## src/rtl/axi_dma_pkg.sv

```systemverilog
// axi_dma_pkg: FSM states, AXI constants and strobe/4 KB helpers shared by the DMA engines
package axi_dma_pkg;
    typedef enum logic [2:0] {S_IDLE, S_INIT, S_CALC, S_AW, S_W, S_B, S_DONE} state_t;
    localparam logic [2:0] SIZE_4B = 3'b010;
    localparam logic [1:0] BURST_INCR = 2'b01;
    localparam logic [1:0] RESP_OKAY = 2'b00;
    function automatic logic [3:0] first_mask(input logic [1:0] off);
        return 4'b1111 << off;
    endfunction
    function automatic logic [3:0] last_mask(input logic [1:0] e);
        return e == 2'd0 ? 4'b1111 : ~(4'b1111 << e);
    endfunction
    function automatic logic [10:0] dwords_to_4k(input logic [9:0] dw);
        return 11'd1024 - {1'b0, dw};
    endfunction
endpackage

```

## src/rtl/axi_wdma_if.sv

```systemverilog
// axi_wdma_if: AXI4 write channels plus the input AXI-Stream of the write DMA
interface axi_wdma_if #(parameter int ADDRESS_BITS = 32);
    logic [3:0] axi_m_awid;
    logic [ADDRESS_BITS-1:0] axi_m_awaddr;
    logic [7:0] axi_m_awlen;
    logic [2:0] axi_m_awsize;
    logic [1:0] axi_m_awburst;
    logic axi_m_awvalid;
    logic axi_m_awready;
    logic [31:0] axi_m_wdata;
    logic [3:0] axi_m_wstrb;
    logic axi_m_wlast;
    logic axi_m_wvalid;
    logic axi_m_wready;
    logic [3:0] axi_m_bid;
    logic [1:0] axi_m_bresp;
    logic axi_m_bvalid;
    logic axi_m_bready;
    logic [31:0] din_tdata;
    logic [3:0] din_tkeep;
    logic din_tlast;
    logic din_tvalid;
    logic din_tready;
    modport master (
        output axi_m_awid, axi_m_awaddr, axi_m_awlen, axi_m_awsize, axi_m_awburst, axi_m_awvalid,
        output axi_m_wdata, axi_m_wstrb, axi_m_wlast, axi_m_wvalid, axi_m_bready, din_tready,
        input axi_m_awready, axi_m_wready, axi_m_bid, axi_m_bresp, axi_m_bvalid,
        input din_tdata, din_tkeep, din_tlast, din_tvalid
    );
    modport slave (
        input axi_m_awid, axi_m_awaddr, axi_m_awlen, axi_m_awsize, axi_m_awburst, axi_m_awvalid,
        input axi_m_wdata, axi_m_wstrb, axi_m_wlast, axi_m_wvalid, axi_m_bready, din_tready,
        output axi_m_awready, axi_m_wready, axi_m_bid, axi_m_bresp, axi_m_bvalid,
        output din_tdata, din_tkeep, din_tlast, din_tvalid
    );
endinterface

```

## src/rtl/axi_wdma_strb.sv

```systemverilog
// axi_wdma_strb: stream-to-memory byte-lane swap and head/tail/keep strobe generation
module axi_wdma_strb
    import axi_dma_pkg::*;
#(
    parameter bit SWAP = 1'b0,
    parameter bit MEM_BE = 1'b0
) (
    input logic [1:0] off,
    input logic [1:0] eoff,
    input logic first,
    input logic last,
    input logic pad,
    input logic [31:0] tdata,
    input logic [3:0] tkeep,
    output logic [31:0] wdata,
    output logic [3:0] wstrb
);
    logic [3:0] le_mask, mask, keep;
    always_comb begin
        le_mask = (first ? first_mask(off) : 4'b1111) & (last ? last_mask(eoff) : 4'b1111);
        mask = MEM_BE ? {le_mask[0], le_mask[1], le_mask[2], le_mask[3]} : le_mask;
        keep = SWAP ? {tkeep[0], tkeep[1], tkeep[2], tkeep[3]} : tkeep;
        wdata = SWAP ? {tdata[7:0], tdata[15:8], tdata[23:16], tdata[31:24]} : tdata;
        wstrb = pad ? 4'b0000 : mask & keep;
    end
endmodule

```

## src/rtl/axi_wdma.sv

```systemverilog
// axi_wdma: stream-to-memory write DMA issuing 4 KB-safe INCR bursts with head/tail strobes
module axi_wdma
    import axi_dma_pkg::*;
#(
    parameter int ADDRESS_BITS = 32,
    parameter int LENGTH_BITS = 32,
    parameter int MAX_BURST = 256,
    parameter string STREAM_BIG_ENDIAN = "TRUE",
    parameter string MEM_BIG_ENDIAN = "TRUE"
) (
    input logic aclk,
    input logic aresetn,
    input logic [ADDRESS_BITS-1:0] cmd_address,
    input logic [LENGTH_BITS-1:0] cmd_bytes,
    input logic cmd_valid,
    output logic cmd_ready,
    axi_wdma_if.master bus,
    output logic done,
    output logic done_error,
    output logic done_mismatch
);
    localparam bit SWAP = STREAM_BIG_ENDIAN != MEM_BIG_ENDIAN;
    localparam bit MEM_BE = MEM_BIG_ENDIAN == "TRUE";
    state_t state;
    logic [ADDRESS_BITS-1:0] addr;
    logic [LENGTH_BITS-1:0] remaining, total;
    logic [LENGTH_BITS+1:0] len_r;
    logic [10:0] c4k, cap;
    logic [8:0] beats, beat, next_beats;
    logic [1:0] off, eoff;
    logic first, pad, err, mis, err_n, in_w, hs, last_beat, final_dw, unused_bid;
    assign len_r = (LENGTH_BITS+2)'(remaining) + (LENGTH_BITS+2)'(addr[1:0]) + (LENGTH_BITS+2)'(3);
    assign total = remaining == '0 ? '0 : LENGTH_BITS'(len_r >> 2);
    assign c4k = dwords_to_4k(addr[11:2]);
    assign cap = c4k < 11'(MAX_BURST) ? c4k : 11'(MAX_BURST);
    assign next_beats = remaining < LENGTH_BITS'(cap) ? remaining[8:0] : cap[8:0];
    assign in_w = state == S_W;
    assign hs = bus.axi_m_wvalid & bus.axi_m_wready;
    assign last_beat = beat == beats - 9'd1;
    assign final_dw = last_beat && remaining == LENGTH_BITS'(beats);
    assign err_n = err | (bus.axi_m_bresp != RESP_OKAY);
    assign unused_bid = ^bus.axi_m_bid;
    assign bus.axi_m_awid = '0;
    assign bus.axi_m_awsize = SIZE_4B;
    assign bus.axi_m_awburst = BURST_INCR;
    assign bus.axi_m_awaddr = addr;
    assign bus.axi_m_awlen = 8'(beats - 9'd1);
    assign bus.axi_m_wvalid = in_w & (pad | bus.din_tvalid);
    assign bus.din_tready = in_w & ~pad & bus.axi_m_wready;
    assign bus.axi_m_wlast = last_beat;
    axi_wdma_strb #(.SWAP(SWAP), .MEM_BE(MEM_BE)) u_strb (
        .off(off),
        .eoff(eoff),
        .first(first),
        .last(final_dw),
        .pad(pad),
        .tdata(bus.din_tdata),
        .tkeep(bus.din_tkeep),
        .wdata(bus.axi_m_wdata),
        .wstrb(bus.axi_m_wstrb)
    );
    always_ff @(posedge aclk or negedge aresetn) begin
        if (!aresetn) begin
            state <= S_IDLE;
            cmd_ready <= 1'b1;
            bus.axi_m_awvalid <= 1'b0;
            bus.axi_m_bready <= 1'b0;
            done <= 1'b0;
            done_error <= 1'b0;
            done_mismatch <= 1'b0;
            addr <= '0;
            remaining <= '0;
            beats <= '0;
            beat <= '0;
            off <= '0;
            eoff <= '0;
            first <= 1'b0;
            pad <= 1'b0;
            err <= 1'b0;
            mis <= 1'b0;
        end else begin
            case (state)
                S_IDLE: if (cmd_valid) begin
                    addr <= cmd_address;
                    remaining <= cmd_bytes;
                    cmd_ready <= 1'b0;
                    state <= S_INIT;
                end
                S_INIT: begin
                    off <= addr[1:0];
                    eoff <= addr[1:0] + remaining[1:0];
                    addr <= {addr[ADDRESS_BITS-1:2], 2'b00};
                    remaining <= total;
                    first <= 1'b1;
                    pad <= 1'b0;
                    err <= 1'b0;
                    mis <= 1'b0;
                    done <= total == '0;
                    state <= total == '0 ? S_DONE : S_CALC;
                end
                S_CALC: begin
                    beats <= next_beats;
                    beat <= '0;
                    bus.axi_m_awvalid <= 1'b1;
                    state <= S_AW;
                end
                S_AW: if (bus.axi_m_awready) begin
                    bus.axi_m_awvalid <= 1'b0;
                    state <= S_W;
                end
                S_W: if (hs) begin
                    beat <= beat + 9'd1;
                    first <= 1'b0;
                    if (!pad && (bus.din_tlast != final_dw)) mis <= 1'b1;
                    if (!pad && bus.din_tlast && !final_dw) pad <= 1'b1;
                    if (last_beat) begin
                        bus.axi_m_bready <= 1'b1;
                        state <= S_B;
                    end
                end
                S_B: if (bus.axi_m_bvalid) begin
                    bus.axi_m_bready <= 1'b0;
                    err <= err_n;
                    addr <= addr + ADDRESS_BITS'({beats, 2'b00});
                    remaining <= remaining - LENGTH_BITS'(beats);
                    if (remaining == LENGTH_BITS'(beats)) begin
                        done <= 1'b1;
                        done_error <= err_n;
                        done_mismatch <= mis;
                        state <= S_DONE;
                    end else begin
                        state <= S_CALC;
                    end
                end
                S_DONE: begin
                    done <= 1'b0;
                    done_error <= 1'b0;
                    done_mismatch <= 1'b0;
                    err <= 1'b0;
                    mis <= 1'b0;
                    cmd_ready <= 1'b1;
                    state <= S_IDLE;
                end
                default: state <= S_IDLE;
            endcase
        end
    end
endmodule

```

## src/flat_wrapper.sv

```systemverilog
// flat-port wrapper written by rule: the top's interface ports become plain ports
module axi_wdma_flat import axi_dma_pkg::*;
#(
    parameter int ADDRESS_BITS = 32,
    parameter int LENGTH_BITS = 32,
    parameter int MAX_BURST = 256,
    parameter string STREAM_BIG_ENDIAN = "    ",
    parameter string MEM_BIG_ENDIAN = "    "
)
  (aclk, aresetn, cmd_address, cmd_bytes, cmd_valid, cmd_ready, done, done_error, done_mismatch, bus_axi_m_awid, bus_axi_m_awaddr, bus_axi_m_awlen, bus_axi_m_awsize, bus_axi_m_awburst, bus_axi_m_awvalid, bus_axi_m_wdata, bus_axi_m_wstrb, bus_axi_m_wlast, bus_axi_m_wvalid, bus_axi_m_bready, bus_din_tready, bus_axi_m_awready, bus_axi_m_wready, bus_axi_m_bid, bus_axi_m_bresp, bus_axi_m_bvalid, bus_din_tdata, bus_din_tkeep, bus_din_tlast, bus_din_tvalid);
  axi_wdma_if #(.ADDRESS_BITS(ADDRESS_BITS)) bus_i ();
  input logic aclk;
  input logic aresetn;
  input logic [ADDRESS_BITS-1:0] cmd_address;
  input logic [LENGTH_BITS-1:0] cmd_bytes;
  input logic cmd_valid;
  output logic cmd_ready;
  output logic done;
  output logic done_error;
  output logic done_mismatch;
  output wire logic [$bits(bus_i.axi_m_awid)-1:0] bus_axi_m_awid;
  output wire logic [$bits(bus_i.axi_m_awaddr)-1:0] bus_axi_m_awaddr;
  output wire logic [$bits(bus_i.axi_m_awlen)-1:0] bus_axi_m_awlen;
  output wire logic [$bits(bus_i.axi_m_awsize)-1:0] bus_axi_m_awsize;
  output wire logic [$bits(bus_i.axi_m_awburst)-1:0] bus_axi_m_awburst;
  output wire logic [$bits(bus_i.axi_m_awvalid)-1:0] bus_axi_m_awvalid;
  output wire logic [$bits(bus_i.axi_m_wdata)-1:0] bus_axi_m_wdata;
  output wire logic [$bits(bus_i.axi_m_wstrb)-1:0] bus_axi_m_wstrb;
  output wire logic [$bits(bus_i.axi_m_wlast)-1:0] bus_axi_m_wlast;
  output wire logic [$bits(bus_i.axi_m_wvalid)-1:0] bus_axi_m_wvalid;
  output wire logic [$bits(bus_i.axi_m_bready)-1:0] bus_axi_m_bready;
  output wire logic [$bits(bus_i.din_tready)-1:0] bus_din_tready;
  input wire logic [$bits(bus_i.axi_m_awready)-1:0] bus_axi_m_awready;
  input wire logic [$bits(bus_i.axi_m_wready)-1:0] bus_axi_m_wready;
  input wire logic [$bits(bus_i.axi_m_bid)-1:0] bus_axi_m_bid;
  input wire logic [$bits(bus_i.axi_m_bresp)-1:0] bus_axi_m_bresp;
  input wire logic [$bits(bus_i.axi_m_bvalid)-1:0] bus_axi_m_bvalid;
  input wire logic [$bits(bus_i.din_tdata)-1:0] bus_din_tdata;
  input wire logic [$bits(bus_i.din_tkeep)-1:0] bus_din_tkeep;
  input wire logic [$bits(bus_i.din_tlast)-1:0] bus_din_tlast;
  input wire logic [$bits(bus_i.din_tvalid)-1:0] bus_din_tvalid;
  assign bus_axi_m_awid = bus_i.axi_m_awid;
  assign bus_axi_m_awaddr = bus_i.axi_m_awaddr;
  assign bus_axi_m_awlen = bus_i.axi_m_awlen;
  assign bus_axi_m_awsize = bus_i.axi_m_awsize;
  assign bus_axi_m_awburst = bus_i.axi_m_awburst;
  assign bus_axi_m_awvalid = bus_i.axi_m_awvalid;
  assign bus_axi_m_wdata = bus_i.axi_m_wdata;
  assign bus_axi_m_wstrb = bus_i.axi_m_wstrb;
  assign bus_axi_m_wlast = bus_i.axi_m_wlast;
  assign bus_axi_m_wvalid = bus_i.axi_m_wvalid;
  assign bus_axi_m_bready = bus_i.axi_m_bready;
  assign bus_din_tready = bus_i.din_tready;
  assign bus_i.axi_m_awready = bus_axi_m_awready;
  assign bus_i.axi_m_wready = bus_axi_m_wready;
  assign bus_i.axi_m_bid = bus_axi_m_bid;
  assign bus_i.axi_m_bresp = bus_axi_m_bresp;
  assign bus_i.axi_m_bvalid = bus_axi_m_bvalid;
  assign bus_i.din_tdata = bus_din_tdata;
  assign bus_i.din_tkeep = bus_din_tkeep;
  assign bus_i.din_tlast = bus_din_tlast;
  assign bus_i.din_tvalid = bus_din_tvalid;
  axi_wdma #(.ADDRESS_BITS(ADDRESS_BITS), .LENGTH_BITS(LENGTH_BITS), .MAX_BURST(MAX_BURST), .STREAM_BIG_ENDIAN(STREAM_BIG_ENDIAN), .MEM_BIG_ENDIAN(MEM_BIG_ENDIAN)) u_core (.aclk(aclk), .aresetn(aresetn), .cmd_address(cmd_address), .cmd_bytes(cmd_bytes), .cmd_valid(cmd_valid), .cmd_ready(cmd_ready), .bus(bus_i), .done(done), .done_error(done_error), .done_mismatch(done_mismatch));
endmodule
```

## config.mk

```make
export PLATFORM = sky130hd
export DESIGN_NAME = axi_wdma_flat
export DESIGN_NICKNAME = d
export VERILOG_FILES = /design/src/rtl/axi_dma_pkg.sv /design/src/rtl/axi_wdma_if.sv /design/src/rtl/axi_wdma_strb.sv /design/src/rtl/axi_wdma.sv /design/src/flat_wrapper.sv
export SDC_FILE = /design/constraint.sdc
export NUM_CORES = 1
export LEC_CHECK = 0
export CAP_MARGIN = 20
export CORE_UTILIZATION = 53
export CTS_CLUSTER_DIAMETER = 100
export DETAILED_ROUTE_END_ITERATION = 6
export GPL_TIMING_DRIVEN = 0
export PLACE_DENSITY = 0.83
export SYNTH_ARGS = -nofsm -noshare
export SYNTH_HDL_FRONTEND = slang
export SYNTH_SLANG_ARGS = --single-unit
```

## constraint.sdc

```tcl
create_clock -name aclk -period 5.48 [get_ports aclk]
set_clock_uncertainty 0.15 [all_clocks]
set_input_delay 1.096 -clock aclk [delete_from_list [all_inputs] [get_ports aclk]]
set_output_delay 1.096 -clock aclk [all_outputs]
set_load 0.02 [all_outputs]
```

# After elaboration in Yosys (flattened, before gate mapping)

Cells that the tools add are included.

Word-level logic and storage cells: 144
Input bits: 114
Flip-flop bits (word level): 99

Magnitude comparators: 2
Shift operators: 2
Bitwise operators: 11
Multiplexer cells: 50
Eq/ne operators: 17
Reductions and logical operators: 36
Add/subtract/negate cells: 8

Operators with widths:

| cell                                                                  | number |
|---|---|
| 32-bit case mux with 3 select lines                                   | 2 |
| 32-bit 2-to-1 mux                                                     | 5 |
| 32-bit zero test                                                      | 2 |
| 34-bit by 2-bit adder with 34-bit output, second input constant       | 1 |
| 32-bit by 2-bit adder with 33-bit output                              | 1 |
| 32-bit by 11-bit adder with 32-bit output                             | 1 |
| 32-bit by 9-bit == test with 1-bit output                             | 1 |
| 32-bit by 11-bit < comparator with 1-bit output                       | 1 |
| 32-bit by 9-bit subtractor with 32-bit output                         | 1 |
| 3-bit 2-to-1 mux                                                      | 7 |
| 2-bit nonzero test                                                    | 10 |
| 9-bit 2-to-1 mux                                                      | 2 |
| 1-bit case mux with 2 select lines                                    | 9 |
| 3-bit case mux with 6 select lines                                    | 1 |
| 9-bit case mux with 2 select lines                                    | 1 |
| 1-bit 2-to-1 mux                                                      | 17 |
| 4-bit 2-to-1 mux                                                      | 4 |
| 3-bit AND reduction                                                   | 5 |
| 2-bit != test, second input constant                                  | 7 |
| 11-bit by 9-bit < comparator with 1-bit output, second input constant | 1 |
| 11-bit 2-to-1 mux                                                     | 1 |
| 11-bit by 10-bit subtractor with 11-bit output, first input constant  | 1 |
| 2-bit AND reduction                                                   | 5 |
| 9-bit by 1-bit adder with 9-bit output, second input constant         | 1 |
| other kinds (23)                                                      | 39 |

# Depth between registers and ports, before layout

Depth after elaboration: 8
Gate-level depth with buffers: 18
Depth with buffers taken out: 17

# Modules after synthesis

Synthesis repeated with hierarchy kept, for this count alone.

Cells, all modules: 1,097
Area, all modules: 8,653.3 um^2

Modules (own cells, without submodules):

| module        | sequential area each (um^2) | cells an instance | instances | area an instance (um^2) |
|---|---|---|---|---|
| axi_wdma      | 2,478.6                     | 1,052             | 1         | 8,306.7 |
| axi_wdma_strb | 0.0                         | 45                | 1         | 346.6 |

# Worst setup path before layout

OpenSTA, ideal clock, no wires.

Path kind: register -> register
Start point: register u_core.addr[0], in the netlist u_core.bus.axi_m_awaddr[0]
End point: register u_core.done
Data required time: 5.236 ns
Cell stages (with the launch flop): 14
Library setup time: 0.094 ns
Arrival time: 4.138 ns
Buffers on the path: 1
Slack: 1.098 ns
Cell sequence: dfrtp_1 > ha_1 > fa_1 > buf_4 > xor2_1 > o21ai_2 > a2111o_1 > nor3_1 > or4b_1 > or2_0 > or4_4 > a2111oi_2 > nand4_1 > a221oi_2

Longest elaborated chain between the ends: 5

RTL lines:

| item                                     | RTL line        | RTL |
|---|---|---|
| start, declared                          | axi_wdma.sv:25  | `logic [ADDRESS_BITS-1:0] addr;` |
| start signal, assigned                   | axi_wdma.sv:84  | `addr <= cmd_address;` |
| start signal, assigned                   | axi_wdma.sv:92  | `addr <= {addr[ADDRESS_BITS-1:2], 2'b00};` |
| start signal, assigned                   | axi_wdma.sv:124 | `addr <= addr + ADDRESS_BITS'({beats, 2'b00});` |
| 32-bit by 2-bit adder with 33-bit output | axi_wdma.sv:32  | `assign len_r = (LENGTH_BITS+2)'(remaining) + (LENGTH_BITS+2)'(addr[1:0]) + (LENGTH_BITS+2)'(3);` |
| 34-bit by 2-bit adder with 34-bit output | axi_wdma.sv:32  |  |
| 32-bit 2-to-1 mux                        | axi_wdma.sv:33  | `assign total = remaining == '0 ? '0 : LENGTH_BITS'(len_r >> 2);` |
| 32-bit zero test                         | axi_wdma.sv:98  | `done <= total == '0;` |
| 1-bit case mux with 3 select lines       | axi_wdma.sv:82  | `case (state)` |
| end signal, assigned                     | axi_wdma.sv:68  | `done <= 1'b0;` |
| end signal, assigned                     | axi_wdma.sv:98  |  |
| end signal, assigned                     | axi_wdma.sv:127 | `done <= 1'b1;` |
| end, declared                            | axi_wdma.sv:18  | `output logic done,` |

No other way between the ends.
A chain may end at the register's enable or synchronous reset.

# Worst setup path after layout

Start point: register u_core.remaining[14]
End point: output bus_axi_m_wstrb[3]

Longest elaborated chain between the ends: 6

RTL lines:

| item                                      | RTL line            | RTL |
|---|---|---|
| start, declared                           | axi_wdma.sv:26      | `logic [LENGTH_BITS-1:0] remaining, total;` |
| start signal, assigned                    | axi_wdma.sv:85      | `remaining <= cmd_bytes;` |
| start signal, assigned                    | axi_wdma.sv:93      | `remaining <= total;` |
| start signal, assigned                    | axi_wdma.sv:125     | `remaining <= remaining - LENGTH_BITS'(beats);` |
| 32-bit by 9-bit == test with 1-bit output | axi_wdma.sv:40      | `assign final_dw = last_beat && remaining == LENGTH_BITS'(beats);` |
| 1-bit logical AND                         | axi_wdma.sv:40      |  |
| 4-bit 2-to-1 mux                          | axi_wdma_strb.sv:20 | `le_mask = (first ? first_mask(off) : 4'b1111) & (last ? last_mask(eoff) : 4'b1111);` |
| 4-bit bitwise AND                         | axi_wdma_strb.sv:20 |  |
| 4-bit bitwise AND                         | axi_wdma_strb.sv:24 | `wstrb = pad ? 4'b0000 : mask & keep;` |
| 4-bit 2-to-1 mux                          | axi_wdma_strb.sv:24 |  |
| end, declared                             | flat_wrapper.sv:28  | `output wire logic [$bits(bus_i.axi_m_wstrb)-1:0] bus_axi_m_wstrb;` |

No other way between the ends.

==> out/qor.csv <==
metric;value;unit
cts_setup_buffers;0;
status;completed;
antenna_found_initial;0;
period_share;98.5;%
die_x;137;um
worstSetupPathType;reg2out;
max_stage_delay;0.68;ns
cap_violations;0;
grt_usage;37.5;%
via_count;10764;
placed_area;0.0116;mm^2
seqPwrFrac;20.8;%
grt_max_degree;57;
die_h;137;um
synth.distinct_cells;91;
slew_viol_final;0;
final_cell_area;0.0119;mm^2
critPathRequiredTime;4.23;ns
cts_max_path_buffers;2;
tritoncts;yes;
root_buffer;clkbuf_16;
ys_top_cells_by_area;dfrtp_1 26%, xnor2_1 6.5%, nand2_1 4.7%, ha_1 4.4%, nor2_1 4.4%;
endpoint_kind;primary output;
path_delay_family;simple AND/OR/NAND/NOR gates;
post-synth-top-area-cell;dfrtp_1;
worst_pin_slew;1.11;ns
wl_per_cell;21.0;um
h-tree-depth;3;
cpMaxStageDelayCell;or4_1;
swShare;52.7;%
crit_path_start_kind;flop;
max_slew_margin;25.8;%
finalWorstSetupSlack;0.0817;ns
drt-initial-drc-count;1194;
core_area;0.0175;mm^2
totalWireLength;34.8;mm
cts_sinks;99;
synth_common_cells;119 x nand2_1, 112 x nor2_1, 98 x dfrtp_1, 81 x o21ai_0, 80 x a21oi_1;
syn-cell-area;0.00960;mm^2
ant_nets;0;
drt_pass1_iterations;7;
period_needed;5.40;ns
yosysMostFrequentCell;nand2_1;
yosysTopAreaCellShare;25.5;%
hold_viol;0;
cp_cell_sequence;buf_2 -> or3_1 -> clkbuf_1 -> nor4_2 -> nand3_2 -> or4_1 -> nor4_4 -> nor2b_1 -> nor3b_1 -> clkdlybuf4s50_1;
ys.flop_type;dfrtp_1;
async_flop_share;100;%
leakage;0.00466;uW
fill_cells;1520;
drive_gt1_share;7.80;%
clk_latency;0.37;ns
ys_ff_latch;99;
final.setup.tns;0;ns
grt_overflow_total;0;
cts_buffers;9;
grt_pass1_vias;10111;
rsz0062_at_grt;no;
critPathArrivalTime;4.15;ns
irDropWorstVdd;0.000476;V
clkTransAtPathRegs;0.07;ns
hold_buffers;0;
grt_pass1_wl;53.8;mm
critPathBufInv;3;
die-area;0.0187;mm^2
setup_viol;0;
drc;0;
syn_inst;1251;
worst_hold_path_type;reg2reg;
dp_hpwl;26.0;mm
synth_edf_count;0;
p_clk_share;10.9;%
num_antenna_cells;0;
yosys_warnings;0;
pwr-share-comb;68.3;%
fmaxAchievable;185;MHz
io_pins;208;
start_util;55.0;%
port_buffers;162;
seq_area_frac_synth;25.8;%
syn_avg_cell_area;7.68;um^2
num_rows;48;
netSwitchingPower;3710;uW
pre_cts_slack;-0.0535;ns
vias_per_cell;6.48;
p_int;3340;uW
area_growth;24.2;%
place_congestion;0.969;
final_core_util;68.2;%
nNetsFinal;1584;
power_per_cell_area;591;mW/mm^2
cp_max_fo;7;
path summary, 6_finish.rpt:
path | slack [ns] | endpoint | cells past startpoint | from
setup / recovery | 0.08 | bus_axi_m_wstrb[3] | 10 | u_core.remaining[14]
hold reg to reg | 0.36 | u_core.done_error | 1 | u_core.done_error
hold / removal | 0.36 | u_core.done_error | 1 | u_core.done_error
max in group asynchronous | 3.88 | u_core.bus.axi_m_awaddr[4] | 2 | aresetn
setup reg to reg | 0.31 | u_core.done | 15 | u_core.remaining[0]
min in group asynchronous | 0.58 | u_core.remaining[21] | 1 | aresetn
cell usage in the layout (no fill, tap or decap), types with 43 or more instances in the layout:
cell type / count
a21oi_1: 80
buf_4: 52
clkbuf_1: 60
clkdlybuf4s50_1: 161
dfrtp_1: 98
inv_1: 51
nand2_1: 119
nand3_1: 43
nor2_1: 112
o21ai_0: 81
xnor2_1: 71
final cells by class:
cell class / count / area, um^2 / area share [%]
clock inverters: 4 / 98.8 / 0.829
flip-flops and latches: 99 / 2480 / 20.8
repair buffers: 163 / 1650 / 13.8
inverters: 52 / 195 / 1.64
multi-input cells: 982 / 6290 / 52.8
plain buffers: 126 / 692 / 5.80
clock buffers: 10 / 239 / 2.00
well taps: 225 / 282 / 2.36
routing by layer:
metal  share of wire, %  GRT usage [%]  up-vias
met4                4.2           19.0        0
met5                  0              0        -
met3                9.7           5.41      115
li1                   -              -     4880
met2                 47           60.2      676
met1                 40           49.1     5093
per-stage QoR:
| stage | hold WS (ns) | power [uW] | instances |
|---|---|---|---|
| after floorplan | 0.336 | 4560 | 1259 |
| after global placement | 0.346 | 6000 | 1646 |
| after detailed placement | 0.349 | 6120 | 1647 |
| after CTS | 0.358 | 6900 | 1661 |
| after global routing | 0.381 | 7500 | 1661 |
| final | 0.358 | 7050 | 1661 |
sequential cells by signal, summed over array words and instances (netlist names):
name	cells
u_core.beat	9
u_core.beats	9
u_core.bus.axi_m_awaddr	32
u_core.bus.axi_m_awvalid	1
u_core.bus.axi_m_bready	1
u_core.cmd_ready	1
u_core.done	1
u_core.done_error	1
u_core.done_mismatch	1
u_core.eoff	2
u_core.err	1
u_core.first	1
u_core.mis	1
u_core.off	2
u_core.pad	1
u_core.remaining	32
u_core.state	3
repair_timing:
item,4_1_cts,5_1_grt
cloned,0,0
resized for setup,2,2
setup endpoints to repair,3,3
power by group through the flow:
stage | clock network (uW) | logic [uW] | registers [uW]
4_1_cts | 763 | 4690 | 1450
3_5_place_dp | 0 | 4660 | 1460
6_report | 770 | 4820 | 1470
3_3_place_gp | 0 | 4550 | 1450
5_1_grt | 788 | 5220 | 1500
2_1_floorplan | 0 | 3070 | 1490
logic make-up (layout without fill, tap and decap cells):
logic type,Yosys count,count (layout),share of synthesized area (%)
adders and majority gates,37,37,5.05
AOI/OAI and AO/OA,344,344,23.7
and+or+nand+nor,488,488,26.6
other,2,10,0.0782
xor gates and xnor gates,92,92,8.39
DFF,99,99,25.8
muxes,11,11,1.17
buffers and inverters,178,355,9.24
No activity file was read; power rests on OpenSTA's default activity.
